==> config.mk <==
export PLATFORM = sky130hd
export DESIGN_NAME = alu_arbiter
export DESIGN_NICKNAME = d
export VERILOG_FILES = /design/src/rtl/alu_arbiter.sv
export SDC_FILE = /design/constraint.sdc
export NUM_CORES = 1
export LEC_CHECK = 0
export BUFFER_PORTS_ARGS = -buffer_cell sky130_fd_sc_hd__buf_2
export CAP_MARGIN = 10
export CORE_UTILIZATION = 30
export DETAILED_ROUTE_END_ITERATION = 12
export PLACE_DENSITY = 0.61
export SLEW_MARGIN = 30
export SYNTH_ARGS = -nofsm -noshare
export SYNTH_HDL_FRONTEND = slang
export SYNTH_SLANG_ARGS = --single-unit
export TNS_END_PERCENT = 30
==> constraint.sdc <==
create_clock -name clk_i -period 5.4 [get_ports clk_i]
set_input_delay 1.08 -clock clk_i [delete_from_list [all_inputs] [get_ports clk_i]]
set_output_delay 1.08 -clock clk_i [all_outputs]
set_load 0.01 [all_outputs]
==> src/rtl/alu_arbiter.sv <==
// Round-robin arbiter that shares one ALU between NUM_REQ requesters.
// Results are held in a one-entry register and returned with the requester id.
module alu_arbiter #(
  parameter  int DATAWIDTH = 32,
  parameter  int NUM_REQ   = 2,
  localparam int IDW       = $clog2(NUM_REQ)
) (
  input  logic                         clk_i,
  input  logic                         rst_n_i,
  input  logic [NUM_REQ-1:0]           req_valid_i,
  output logic [NUM_REQ-1:0]           req_ready_o,
  input  logic [NUM_REQ*DATAWIDTH-1:0] req_srca_i,
  input  logic [NUM_REQ*DATAWIDTH-1:0] req_srcb_i,
  input  logic [NUM_REQ*4-1:0]         req_ctrl_i,
  output logic                         resp_valid_o,
  input  logic                         resp_ready_i,
  output logic [IDW-1:0]               resp_id_o,
  output logic [DATAWIDTH-1:0]         resp_result_o,
  output logic                         resp_zero_o,
  output logic                         dbg_state_o,
  output logic [IDW-1:0]               dbg_rr_o
);

  // Handshake: a request transfers on a rising edge where req_valid_i[k] and
  // req_ready_o[k] are both high; a response transfers where resp_valid_o and
  // resp_ready_i are both high. Valid never waits on ready on either side.

  typedef enum logic {
    ST_EMPTY = 1'b0,
    ST_FULL  = 1'b1
  } state_t;

  state_t               r_state;
  logic [IDW-1:0]       r_rr;
  logic [IDW-1:0]       r_id;
  logic [DATAWIDTH-1:0] r_result;
  logic                 r_zero;

  logic                 w_can_accept;
  logic                 w_grant_vld;
  logic [IDW-1:0]       w_grant_id;
  logic [IDW-1:0]       w_scan_idx;
  int                   w_scan_sum;
  logic                 w_accept;
  logic [IDW-1:0]       w_rr_next;
  logic [DATAWIDTH-1:0] w_opa;
  logic [DATAWIDTH-1:0] w_opb;
  logic [3:0]           w_ctrl;
  logic [DATAWIDTH-1:0] w_alu;

  // Gating with rst_n_i keeps every ready low while reset is held.
  assign w_can_accept = rst_n_i && ((r_state == ST_EMPTY) || resp_ready_i);

  always_comb begin
    w_grant_vld = 1'b0;
    w_grant_id  = '0;
    w_scan_idx  = '0;
    w_scan_sum  = 0;
    for (int i = 0; i < NUM_REQ; i++) begin
      w_scan_sum = int'(r_rr) + i;
      if (w_scan_sum >= NUM_REQ) w_scan_sum = w_scan_sum - NUM_REQ;
      w_scan_idx = IDW'(w_scan_sum);
      if (!w_grant_vld && req_valid_i[w_scan_idx]) begin
        w_grant_vld = 1'b1;
        w_grant_id  = w_scan_idx;
      end
    end
  end

  assign w_accept    = w_can_accept && w_grant_vld;
  assign req_ready_o = w_accept ? (NUM_REQ'(1) << w_grant_id) : '0;
  assign w_rr_next   = (w_grant_id == IDW'(NUM_REQ - 1)) ? '0 : w_grant_id + 1'b1;

  assign w_opa  = req_srca_i[w_grant_id*DATAWIDTH +: DATAWIDTH];
  assign w_opb  = req_srcb_i[w_grant_id*DATAWIDTH +: DATAWIDTH];
  assign w_ctrl = req_ctrl_i[w_grant_id*4 +: 4];

  always_comb begin
    w_alu = '0;
    case (w_ctrl)
      4'b0000: w_alu = w_opa + w_opb;
      4'b0001: w_alu = w_opa - w_opb;
      4'b0010: w_alu = w_opa & w_opb;
      4'b0011: w_alu = w_opa | w_opb;
      4'b0101: w_alu = {{(DATAWIDTH-1){1'b0}}, ($signed(w_opa) < $signed(w_opb))};
      4'b0110: w_alu = {{(DATAWIDTH-1){1'b0}}, (w_opa < w_opb)};
      default: w_alu = '0;
    endcase
  end

  always_ff @(posedge clk_i or negedge rst_n_i) begin
    if (!rst_n_i) begin
      r_state  <= ST_EMPTY;
      r_rr     <= '0;
      r_id     <= '0;
      r_result <= '0;
      r_zero   <= 1'b0;
    end else if (w_accept) begin
      r_state  <= ST_FULL;
      r_rr     <= w_rr_next;
      r_id     <= w_grant_id;
      r_result <= w_alu;
      r_zero   <= (w_alu == '0);
    end else if ((r_state == ST_FULL) && resp_ready_i) begin
      r_state  <= ST_EMPTY;
    end
  end

  assign resp_valid_o  = (r_state == ST_FULL);
  assign resp_id_o     = r_id;
  assign resp_result_o = r_result;
  assign resp_zero_o   = r_zero;
  assign dbg_state_o   = r_state;
  assign dbg_rr_o      = r_rr;

endmodule

==> flow_summary.rst, run 1 <==
.. list-table::
   :header-rows: 1

   * - Metric
     - Value
   * - Final std cell area, no fill
     - 9507 um2
   * - Met1 usage in global routing
     - around 33%
   * - Required time of the worst setup path
     - around 5.6 ns
   * - Layer with the highest usage after global routing
     - met2
   * - Worst flop-to-flop path endpoint
     - resp_zero_o
   * - Initial antenna violation count
     - 0
   * - Effective utilization at floorplan
     - 30.51%
   * - # hold bufs at CTS
     - 0
   * - XOR/XNOR Fraction of Synth Area
     - 2.604%
   * - Clock sink count
     - 36
   * - Max-slew headroom at the worst pin
     - 51.71%
   * - Worst-case register-to-register setup slack
     - 0.65 ns
   * - Cell depth of the worst min-delay path
     - 2
   * - GRT met2 Usage
     - around 34%
   * - Fraction of synthesized area in multiplexers
     - 2.013%
   * - Number of I/O port buffers
     - ~180
   * - Maximum resistive drop on vdd
     - 0.0001598 V
   * - Standard cell with the maximum stage delay on the critical path
     - sky130_fd_sc_hd__or4b_1
   * - Worst Clk Skew
     - 0.004577 ns
   * - Total gr overflow
     - 0
   * - Post-Synthesis Cells
     - 1,136
   * - Simple-gate share of the synthesized area
     - 28.97%
   * - Vias in the first global route
     - 8,433
   * - Worst reg-to-reg path cell count
     - 18
   * - Die area
     - ~25,000 um2
   * - Distinct cell type count of the synthesized netlist
     - just under 80
   * - Leakage power figure
     - 0.004895 uW
   * - Number of clock buffers inserted by TritonCTS
     - 5
   * - Most used flip-flop cell after synthesis
     - sky130_fd_sc_hd__dfrtp_1
   * - CTS tree
     - yes
   * - Max Clock Freq
     - 194.3 MHz
   * - Number of core rows
     - 57
   * - Filler instances
     - 2,697
   * - Worst-skew pair later-pin latency
     - 0.28 ns
   * - DR iter-0 viols
     - 829
   * - Actual slew at the worst max-slew pin
     - about 0.72 ns
   * - Footprint of the multi-input gates
     - 5926 um2
   * - Final-report setup violation count
     - 0
   * - Sequential element share of the synthesized area
     - between 10% and 20%
   * - Crit-path cells
     - buf_2 -> nand2b_1 -> and2_2 -> buf_12 -> nand2_1 -> nand2_1 -> ha_1 -> a211oi_1 -> o21ai_1 -> nor3_1 -> a2111o_1 -> o221ai_1 -> a2111oi_2 -> nand4_1 -> nor4b_2 -> buf_4 -> nand4_1 -> or4b_1 -> o41ai_2
   * - Number of top-level design ports
     - 180
   * - Classification of the worst setup path
     - input pin to register
   * - Status
     - finished, violations left
   * - Average size of a mapped cell
     - 6.513 um2
   * - Critical-path maximum fanout
     - 22
   * - Total iterations of the first detailed-routing run
     - 9
   * - Worst hold slack
     - between 0.4 and 0.5 ns
   * - First-pass GRT wire length
     - around 46,000 um
   * - GR Util met3
     - between 2 and 3%
   * - Commonest cells after routing, fill and taps aside
     - sky130_fd_sc_hd__nand2_1 (284), sky130_fd_sc_hd__buf_2 (179), sky130_fd_sc_hd__buf_4 (111)
   * - Number of cells after detailed placement
     - 1,685
   * - Total routed wirelength
     - around 29,000 um
   * - Placement Cell Area
     - between 9000 and 10,000 um2
   * - Min Tclk post-route
     - 5.146 ns
   * - Post-synthesis compound-gate area fraction
     - between 20% and 30%
   * - Post-synthesis sequential element count
     - 36
   * - Final hold violation count
     - 0
   * - Max_cap viols
     - 0
   * - Area share of fa/ha/maj cells after synthesis
     - 17.79%
   * - Pin count of the biggest net entering global routing
     - 37
   * - Area used by sequential logic in the layout
     - between 900 and 1000 um2
   * - Worst Setup SP
     - req_valid_i[0]
   * - Final cell count without fillers
     - 1,693
   * - Most common cell after layout, fill and taps aside
     - sky130_fd_sc_hd__nand2_1
   * - Data arrival time at the worst-slack endpoint
     - 5.32 ns
   * - Clock slew at reported path FFs
     - 0.06 ns
   * - Number of vias per cell after detailed routing
     - 5.242
   * - Fraction of layout cells with a size suffix above 1
     - 24.62%
   * - Setup repair after global routing missed its margin
     - false
   * - Post-synth EDFFs
     - 0
   * - H-Tree Depth
     - 2
   * - Die H
     - 159.0 um
   * - Maximum root-to-sink buffer count
     - 2
   * - Root cell of the clock tree
     - sky130_fd_sc_hd__clkbuf_16
   * - Die extent in x
     - 159.0 um
   * - Remaining design rule violation count
     - 2
   * - Mapped cell area
     - 7398 um2
   * - Class of the worst hold path
     - register to register
   * - Slowest cell delay on critical path
     - 0.49 ns
   * - Final count of pins violating max slew
     - 0
   * - Diodes inserted
     - 0
   * - Net count of the mapped netlist
     - 1,381
   * - Count of synthesis-stage warnings from yosys
     - 0
   * - Violations in the final reports
     - DRC
   * - Final-stage net count
     - 1,613
   * - Via count
     - 8,874
   * - Beginning of the worst register-to-register path
     - dbg_rr_o
   * - Placed wire-length estimate
     - 23,960 um
   * - Synth-to-layout area growth
     - 28.50%
   * - Critical Path Start Type
     - input pin
   * - Dominant combinational cell family by area after synthesis
     - simple AND/OR/NAND/NOR gates
   * - Placer's final routability congestion estimate
     - 0.9331
   * - Number of routed nets with antenna violations
     - 0
   * - Fraction of registers with async set/reset
     - 100.0%
   * - Power per Cell Area
     - 233.3 nW/um2
   * - Core area
     - 24,250 um2
   * - Average wire per standard cell
     - 16.88 um
   * - All-layer global routing usage
     - 22.13%
   * - CP Capture Type
     - register
   * - Worst setup endpoint
     - resp_zero_o
   * - Post-route clock period utilization
     - 95.29%
==> registers in the layout, summed over array words and instances, names as in the netlist <==
name           cells
resp_result_o     32
dbg_state_o        1
dbg_rr_o           1
resp_zero_o        1
resp_id_o          1
==> layer usage <==
layer | part of all wire, % | routed length, um
met1 | 49 | 14090
met2 | 42 | 12140
met3 | 7.3 | 2080
met4 | 0.93 | 267
met5 | 0 | 0
==> worst max-delay path, delay by kind of cell <==
kind                       cells  cell delay, ns
AOI/OAI and AO/OA              6            1.63
adders and majority gates      1            0.26
buffers and inverters          3            0.43
and+or+nand+nor                9            1.90
==> through the flow <==
step	setup WS, ns	total power (uW)	setup TNS [ns]	util [%]
after CTS	0.1191	2190	0	38.99
after detailed placement	-0.1482	1903	-0.1482	38.40
after global routing	0.02152	2393	0	39.21
final	0.2542	2218	0	39.21
after global placement	-0.07830	1901	-0.07830	38.40
after floorplan	0.08911	1299	0	-
==> synth_stat cells, types with 4 or more instances <==
cell	instances	area (um2)
sky130_fd_sc_hd__or2_2	5	31.28
sky130_fd_sc_hd__and3_1	7	43.79
sky130_fd_sc_hd__nor3b_1	4	30.03
sky130_fd_sc_hd__nor4_1	7	43.79
sky130_fd_sc_hd__nand4_1	14	87.58
sky130_fd_sc_hd__o2111ai_1	5	43.79
sky130_fd_sc_hd__o31ai_1	11	82.58
sky130_fd_sc_hd__a211oi_1	24	180.2
sky130_fd_sc_hd__o21ai_1	8	40.04
sky130_fd_sc_hd__xor2_1	4	35.03
sky130_fd_sc_hd__a41oi_1	4	35.03
sky130_fd_sc_hd__o41ai_1	4	35.03
sky130_fd_sc_hd__nor2b_1	12	75.07
sky130_fd_sc_hd__o21ai_0	56	280.3
sky130_fd_sc_hd__nand2b_1	8	50.05
sky130_fd_sc_hd__a21oi_1	70	350.3
sky130_fd_sc_hd__nand3_1	21	105.1
sky130_fd_sc_hd__buf_4	5	37.54
sky130_fd_sc_hd__o21bai_1	8	60.06
sky130_fd_sc_hd__nand2_1	286	1074
sky130_fd_sc_hd__or3_1	5	31.28
sky130_fd_sc_hd__inv_1	90	337.8
sky130_fd_sc_hd__a21o_1	9	67.56
sky130_fd_sc_hd__mux2_2	4	45.04
sky130_fd_sc_hd__o21a_1	4	30.03
sky130_fd_sc_hd__clkbuf_1	51	191.4
sky130_fd_sc_hd__xnor2_1	18	157.7
sky130_fd_sc_hd__nor3_1	25	125.1
sky130_fd_sc_hd__a31oi_1	18	112.6
sky130_fd_sc_hd__mux2i_1	9	90.09
sky130_fd_sc_hd__o22ai_1	5	31.28
sky130_fd_sc_hd__buf_2	7	35.03
sky130_fd_sc_hd__nor2_1	93	349.1
sky130_fd_sc_hd__ha_1	102	1276
sky130_fd_sc_hd__dfrtp_1	36	900.9
sky130_fd_sc_hd__o211ai_1	23	172.7
sky130_fd_sc_hd__a2111oi_0	9	78.83
==> kinds of logic after synthesis <==
kind of cell               Yosys count
AOI/OAI and AO/OA                  303
xor gates and xnor gates            22
adders and majority gates          104
buffers and inverters              159
DFF                                 36
muxes                               14
and+or+nand+nor                    498
==> worst min path at each step <==
stage / slack, ns / end / from
2_1_floorplan: 0.51 / resp_result_o[5] / resp_result_o[5]
3_3_place_gp: 0.45 / resp_id_o / resp_id_o
3_5_place_dp: 0.46 / resp_result_o[29] / resp_result_o[29]
4_1_cts: 0.48 / resp_result_o[21] / resp_result_o[21]
5_1_grt: 0.50 / resp_result_o[2] / resp_result_o[2]
6_report: 0.47 / resp_result_o[2] / resp_result_o[2]
==> area by class of cell <==
class | instances | share of cell area, %
clock buffer | 5 | 1.316
timing repair buffer | 293 | 18.82
clock inverter | 3 | 0.1974
tap | 324 | 4.264
inverter | 91 | 3.593
sequential | 36 | 9.476
multi-input combinational | 941 | 62.33
==> repair_timing <==
item | 4_1_cts | 5_1_grt
endpoints found under the setup margin | 0 | 2
setup buffers | 0 | 0
resized for setup | 0 | 11
==> power by group <==
part           switching, uW  leakage (uW)  internal (uW)
Sequential              26.6      0.000468            315
Clock                    111     0.0000736            170
Combinational            951       0.00435            645
Total                   1090       0.00489           1130
Power figures use the tool's default switching activity.
==> run 2: changes to the inputs <==
- ABC_AREA: not set -> 1
- PLACE_DENSITY: 0.61 -> 0.6
==> flow_summary.rst, run 2 <==
.. list-table::
   :header-rows: 1

   * - Metric
     - Value
   * - Pin count of the biggest net entering global routing
     - 40 (was 37)
   * - First-pass GRT wire length
     - 55,630 um (was 45,660 um)
   * - Number of top-level design ports
     - 180 (unchanged)
   * - All-layer global routing usage
     - 23.52% (was 22.13%)
   * - Standard cell with the maximum stage delay on the critical path
     - sky130_fd_sc_hd__o21ai_0 (was sky130_fd_sc_hd__or4b_1)
   * - Via count
     - 10.83k (was 8,874)
   * - Most numerous cell types in the synthesized netlist
     - sky130_fd_sc_hd__nand2_1 (616), sky130_fd_sc_hd__inv_1 (367), sky130_fd_sc_hd__nor2_1 (149) (was sky130_fd_sc_hd__nand2_1 (286), sky130_fd_sc_hd__ha_1 (102), sky130_fd_sc_hd__nor2_1 (93))
   * - Power per Cell Area
     - 218.9 nW/um2 (was 233.3 nW/um2)
   * - Critical-path maximum fanout
     - 39 (was 22)
   * - Average size of a mapped cell
     - 5.195 um2 (was 6.513 um2)
   * - Max-slew headroom at the worst pin
     - 48.18% (was 51.71%)
   * - Most frequent cell on the critical path
     - sky130_fd_sc_hd__nand2_1
   * - CP Capture Type
     - register (unchanged)
   * - Core area
     - 29,720 um2 (was 24,250 um2)
   * - Post-CTS Repair Setup Buffers
     - 0 (unchanged)
   * - Data arrival time at the worst-slack endpoint
     - 5.01 ns (was 5.32 ns)
   * - CTS tree
     - yes (unchanged)
   * - Classification of the worst setup path
     - input pin to register (unchanged)
   * - Initial antenna violation count
     - 0 (unchanged)
   * - Total routed wirelength
     - 36,750 um (was 28,580 um)
   * - Effective utilization at floorplan
     - 30.63% (was 30.51%)
   * - Class of the worst hold path
     - register to register (unchanged)
   * - Remaining design rule violation count
     - 0 (was 2)
   * - Vias in the first global route
     - 9,980 (was 8,433)
   * - Post-route clock period utilization
     - 88.80% (was 95.29%)
   * - Worst hold slack
     - 0.4711 ns (was 0.4740 ns)
   * - Die H
     - 176.2 um (was 159.0 um)
   * - Post-synthesis compound-gate area fraction
     - 11.12% (was 27.80%)
   * - Hold path start
     - resp_result_o[3] (was resp_result_o[2])
   * - Max_cap viols
     - 0 (unchanged)
   * - Cell with the most instances after synthesis
     - sky130_fd_sc_hd__nand2_1 (unchanged)
   * - Number of gates given a new drive strength after cts
     - 0 (unchanged)
   * - Cell depth of the worst min-delay path
     - 2 (unchanged)
   * - Number of routed nets with antenna violations
     - 0 (unchanged)
   * - Slowest cell delay on critical path
     - 0.71 ns (was 0.49 ns)
   * - Final total power
     - 2289 uW (was 2218 uW)
   * - Average wire per standard cell
     - 16.07 um (was 16.88 um)
   * - Required time of the worst setup path
     - 5.62 ns (was 5.58 ns)
   * - Area share of fa/ha/maj cells after synthesis
     - 14.46% (was 17.79%)
   * - Post-synth EDFFs
     - 0 (unchanged)
   * - Simple-gate share of the synthesized area
     - 44.76% (was 28.97%)
   * - Worst reg-to-reg path cell count
     - 22 (was 18)
   * - Commonest cells after routing, fill and taps aside
     - sky130_fd_sc_hd__nand2_1 (616), sky130_fd_sc_hd__inv_1 (367), sky130_fd_sc_hd__buf_2 (179) (was sky130_fd_sc_hd__nand2_1 (284), sky130_fd_sc_hd__buf_2 (179), sky130_fd_sc_hd__buf_4 (111))
   * - Most used flip-flop cell after synthesis
     - sky130_fd_sc_hd__dfrtp_1 (unchanged)
   * - Worst Setup SP
     - req_valid_i[0] (unchanged)
   * - Max Clock Freq
     - 208.5 MHz (was 194.3 MHz)
   * - Fraction of layout cells with a size suffix above 1
     - 12.76% (was 24.62%)
   * - Fraction of post-synthesis cell area in the top cell type by area
     - 25.40% (was 17.25%)
   * - Fraction of registers with async set/reset
     - 100.0% (unchanged)
   * - DR iter-0 viols
     - 926 (was 829)
   * - XOR/XNOR Fraction of Synth Area
     - 0.3849% (was 2.604%)
   * - Most common cell after layout, fill and taps aside
     - sky130_fd_sc_hd__nand2_1 (unchanged)
   * - Beginning of the worst register-to-register path
     - dbg_rr_o (unchanged)
   * - Number of clock buffers inserted by TritonCTS
     - 5 (unchanged)
   * - Maximum root-to-sink buffer count
     - 2 (unchanged)
   * - Sequential element share of the synthesized area
     - 9.897% (was 12.18%)
   * - Dominant combinational cell family by area after synthesis
     - simple AND/OR/NAND/NOR gates (unchanged)
   * - Count of synthesis-stage warnings from yosys
     - 0 (unchanged)
   * - Die extent in x
     - 176.2 um (was 159.0 um)
   * - Root cell of the clock tree
     - sky130_fd_sc_hd__clkbuf_16 (unchanged)
   * - Critical Path Start Type
     - input pin (unchanged)
   * - Synth-to-layout area growth
     - 14.83% (was 28.50%)
   * - Distinct cell type count of the synthesized netlist
     - 42 (was 79)
   * - Post-Synthesis Cells
     - 1,752 (was 1,136)
   * - Leakage power figure
     - 0.006412 uW (was 0.004895 uW)
   * - Dominant cell type by area after synthesis
     - sky130_fd_sc_hd__nand2_1 (was sky130_fd_sc_hd__ha_1)
   * - Placed wire-length estimate
     - 31,190 um (was 23,960 um)
   * - Fraction of synthesized area in multiplexers
     - 0% (was 2.013%)
   * - Final-stage net count
     - 2,142 (was 1,613)
   * - Min Tclk post-route
     - 4.795 ns (was 5.146 ns)
   * - Status
     - finished, final reports clean (was finished, violations left)
   * - Crit-path cells
     - buf_2 -> nand2_2 -> nand2_4 -> o21ai_0 -> ha_1 -> inv_1 -> fa_1 -> inv_1 -> nand3_1 -> nand3_1 -> nand2_1 -> nand2_1 -> nand2_1 -> nand3_1 -> o21ai_0 -> nor2_1 -> nand2_1 -> nor2_1 -> nand2_1 -> nor2_1 -> nand4_1 -> nand2_1 (was buf_2 -> nand2b_1 -> and2_2 -> buf_12 -> nand2_1 -> nand2_1 -> ha_1 -> a211oi_1 -> o21ai_1 -> nor3_1 -> a2111o_1 -> o221ai_1 -> a2111oi_2 -> nand4_1 -> nor4b_2 -> buf_4 -> nand4_1 -> or4b_1 -> o41ai_2)
   * - Number of I/O port buffers
     - 179 (unchanged)
   * - Number of flip-flops under the largest register name
     - 32 (unchanged)
   * - H-Tree Depth
     - 2 (unchanged)
   * - Final std cell area, no fill
     - 10,450 um2 (was 9507 um2)
   * - Number of core rows
     - 63 (was 57)
   * - Total iterations of the first detailed-routing run
     - 8 (was 9)
   * - Total gr overflow
     - 0 (unchanged)
   * - Placer's final routability congestion estimate
     - 0.9823 (was 0.9331)
   * - Final count of pins violating max slew
     - 0 (unchanged)
   * - Maximum resistive drop on vdd
     - 0.0001461 V (was 0.0001598 V)
   * - Post-synthesis sequential element count
     - 36 (unchanged)
   * - Setup repair after global routing missed its margin
     - false (unchanged)
   * - Placement Cell Area
     - 10,300 um2 (was 9311 um2)
   * - Final-report setup violation count
     - 0 (unchanged)
   * - # hold bufs at CTS
     - 0 (unchanged)
   * - Mapped cell area
     - 9102 um2 (was 7398 um2)
   * - Die area
     - 31,040 um2 (was 25,290 um2)
   * - Diodes inserted
     - 0 (unchanged)
   * - Worst Clk Skew
     - 0.004137 ns (was 0.004577 ns)
   * - Clock slew at reported path FFs
     - 0.05 ns (was 0.06 ns)
   * - Net count of the mapped netlist
     - 1,997 (was 1,381)
   * - Actual slew at the worst max-slew pin
     - 0.7691 ns (was 0.7226 ns)
   * - Worst-skew pair later-pin latency
     - 0.28 ns (about the same)
   * - Post-route setup TNS
     - 0 ns (unchanged)
   * - Final hold violation count
     - 0 (unchanged)
   * - Clock sink count
     - 36 (unchanged)
   * - Cell types with the largest area share after synthesis
     - sky130_fd_sc_hd__nand2_1 (25%), sky130_fd_sc_hd__inv_1 (15%), sky130_fd_sc_hd__ha_1 (14%), sky130_fd_sc_hd__dfrtp_1 (9.9%), sky130_fd_sc_hd__nand3_1 (7.9%) (was sky130_fd_sc_hd__ha_1 (17%), sky130_fd_sc_hd__nand2_1 (15%), sky130_fd_sc_hd__dfrtp_1 (12%), sky130_fd_sc_hd__a21oi_1 (4.7%), sky130_fd_sc_hd__nor2_1 (4.7%))
   * - Number of vias per cell after detailed routing
     - 4.734 (was 5.242)
-- run 2: final timing paths --
path                       slack, ns                end
max                             0.60        resp_zero_o
min                             0.47   resp_result_o[3]
max reg2reg                     1.13        resp_zero_o
min reg2reg                     0.47   resp_result_o[3]
max in group asynchronous       4.19  resp_result_o[24]
min in group asynchronous       0.88   resp_result_o[4]
-- run 2: per-layer routing --
metal,vias up,wire length [um],global-route usage [%]
met5,-,0,0
met4,0,455,4.384
met3,29,2203,1.572
met2,347,16010,38.19
met1,4861,18080,34.07
li1,5590,-,-
-- run 2: area by class of cell --
type                    instances  area [um2]
inverters                     377        1415
multi-input cells            1278        6437
repair buffers                199        1059
well taps                     390       488.0
flip-flops and latches         36       900.9
fillers                      3454       19260
clock buffers                   7       152.6
-- run 2: cells by family after synthesis --
family                     after synthesis
and+or+nand+nor                        981
buffers and inverters                  438
AOI/OAI and AO/OA                      189
adders and majority gates              104
DFF                                     36
xor gates and xnor gates                 4
-- run 2: metrics by stage --
step	std cells	setup WS, ns	utilization [%]
global route	2287	0.2301	35.17
floorplan	1752	1.372	-
CTS	2287	0.4436	35.17
finish	2287	0.6046	35.17
global placement	2280	0.1427	34.66
detailed placement	2280	0.1651	34.66
-- run 2: power breakdown --
| part | internal (uW) | switching [uW] |
|---|---|---|
| sequential | 313 | 24.9 |
| combinational | 501 | 1150 |
| clock | 193 | 103 |
| total | 1010 | 1280 |
-- run 2: worst max-delay path: cells and delay by family --
kind	cells	cell delay, ns
adder cells (fa/ha/maj)	2	0.81
buffers and inverters	3	0.37
AO/OA/AOI/OAI	2	0.83
AND/OR/NAND/NOR	15	1.90
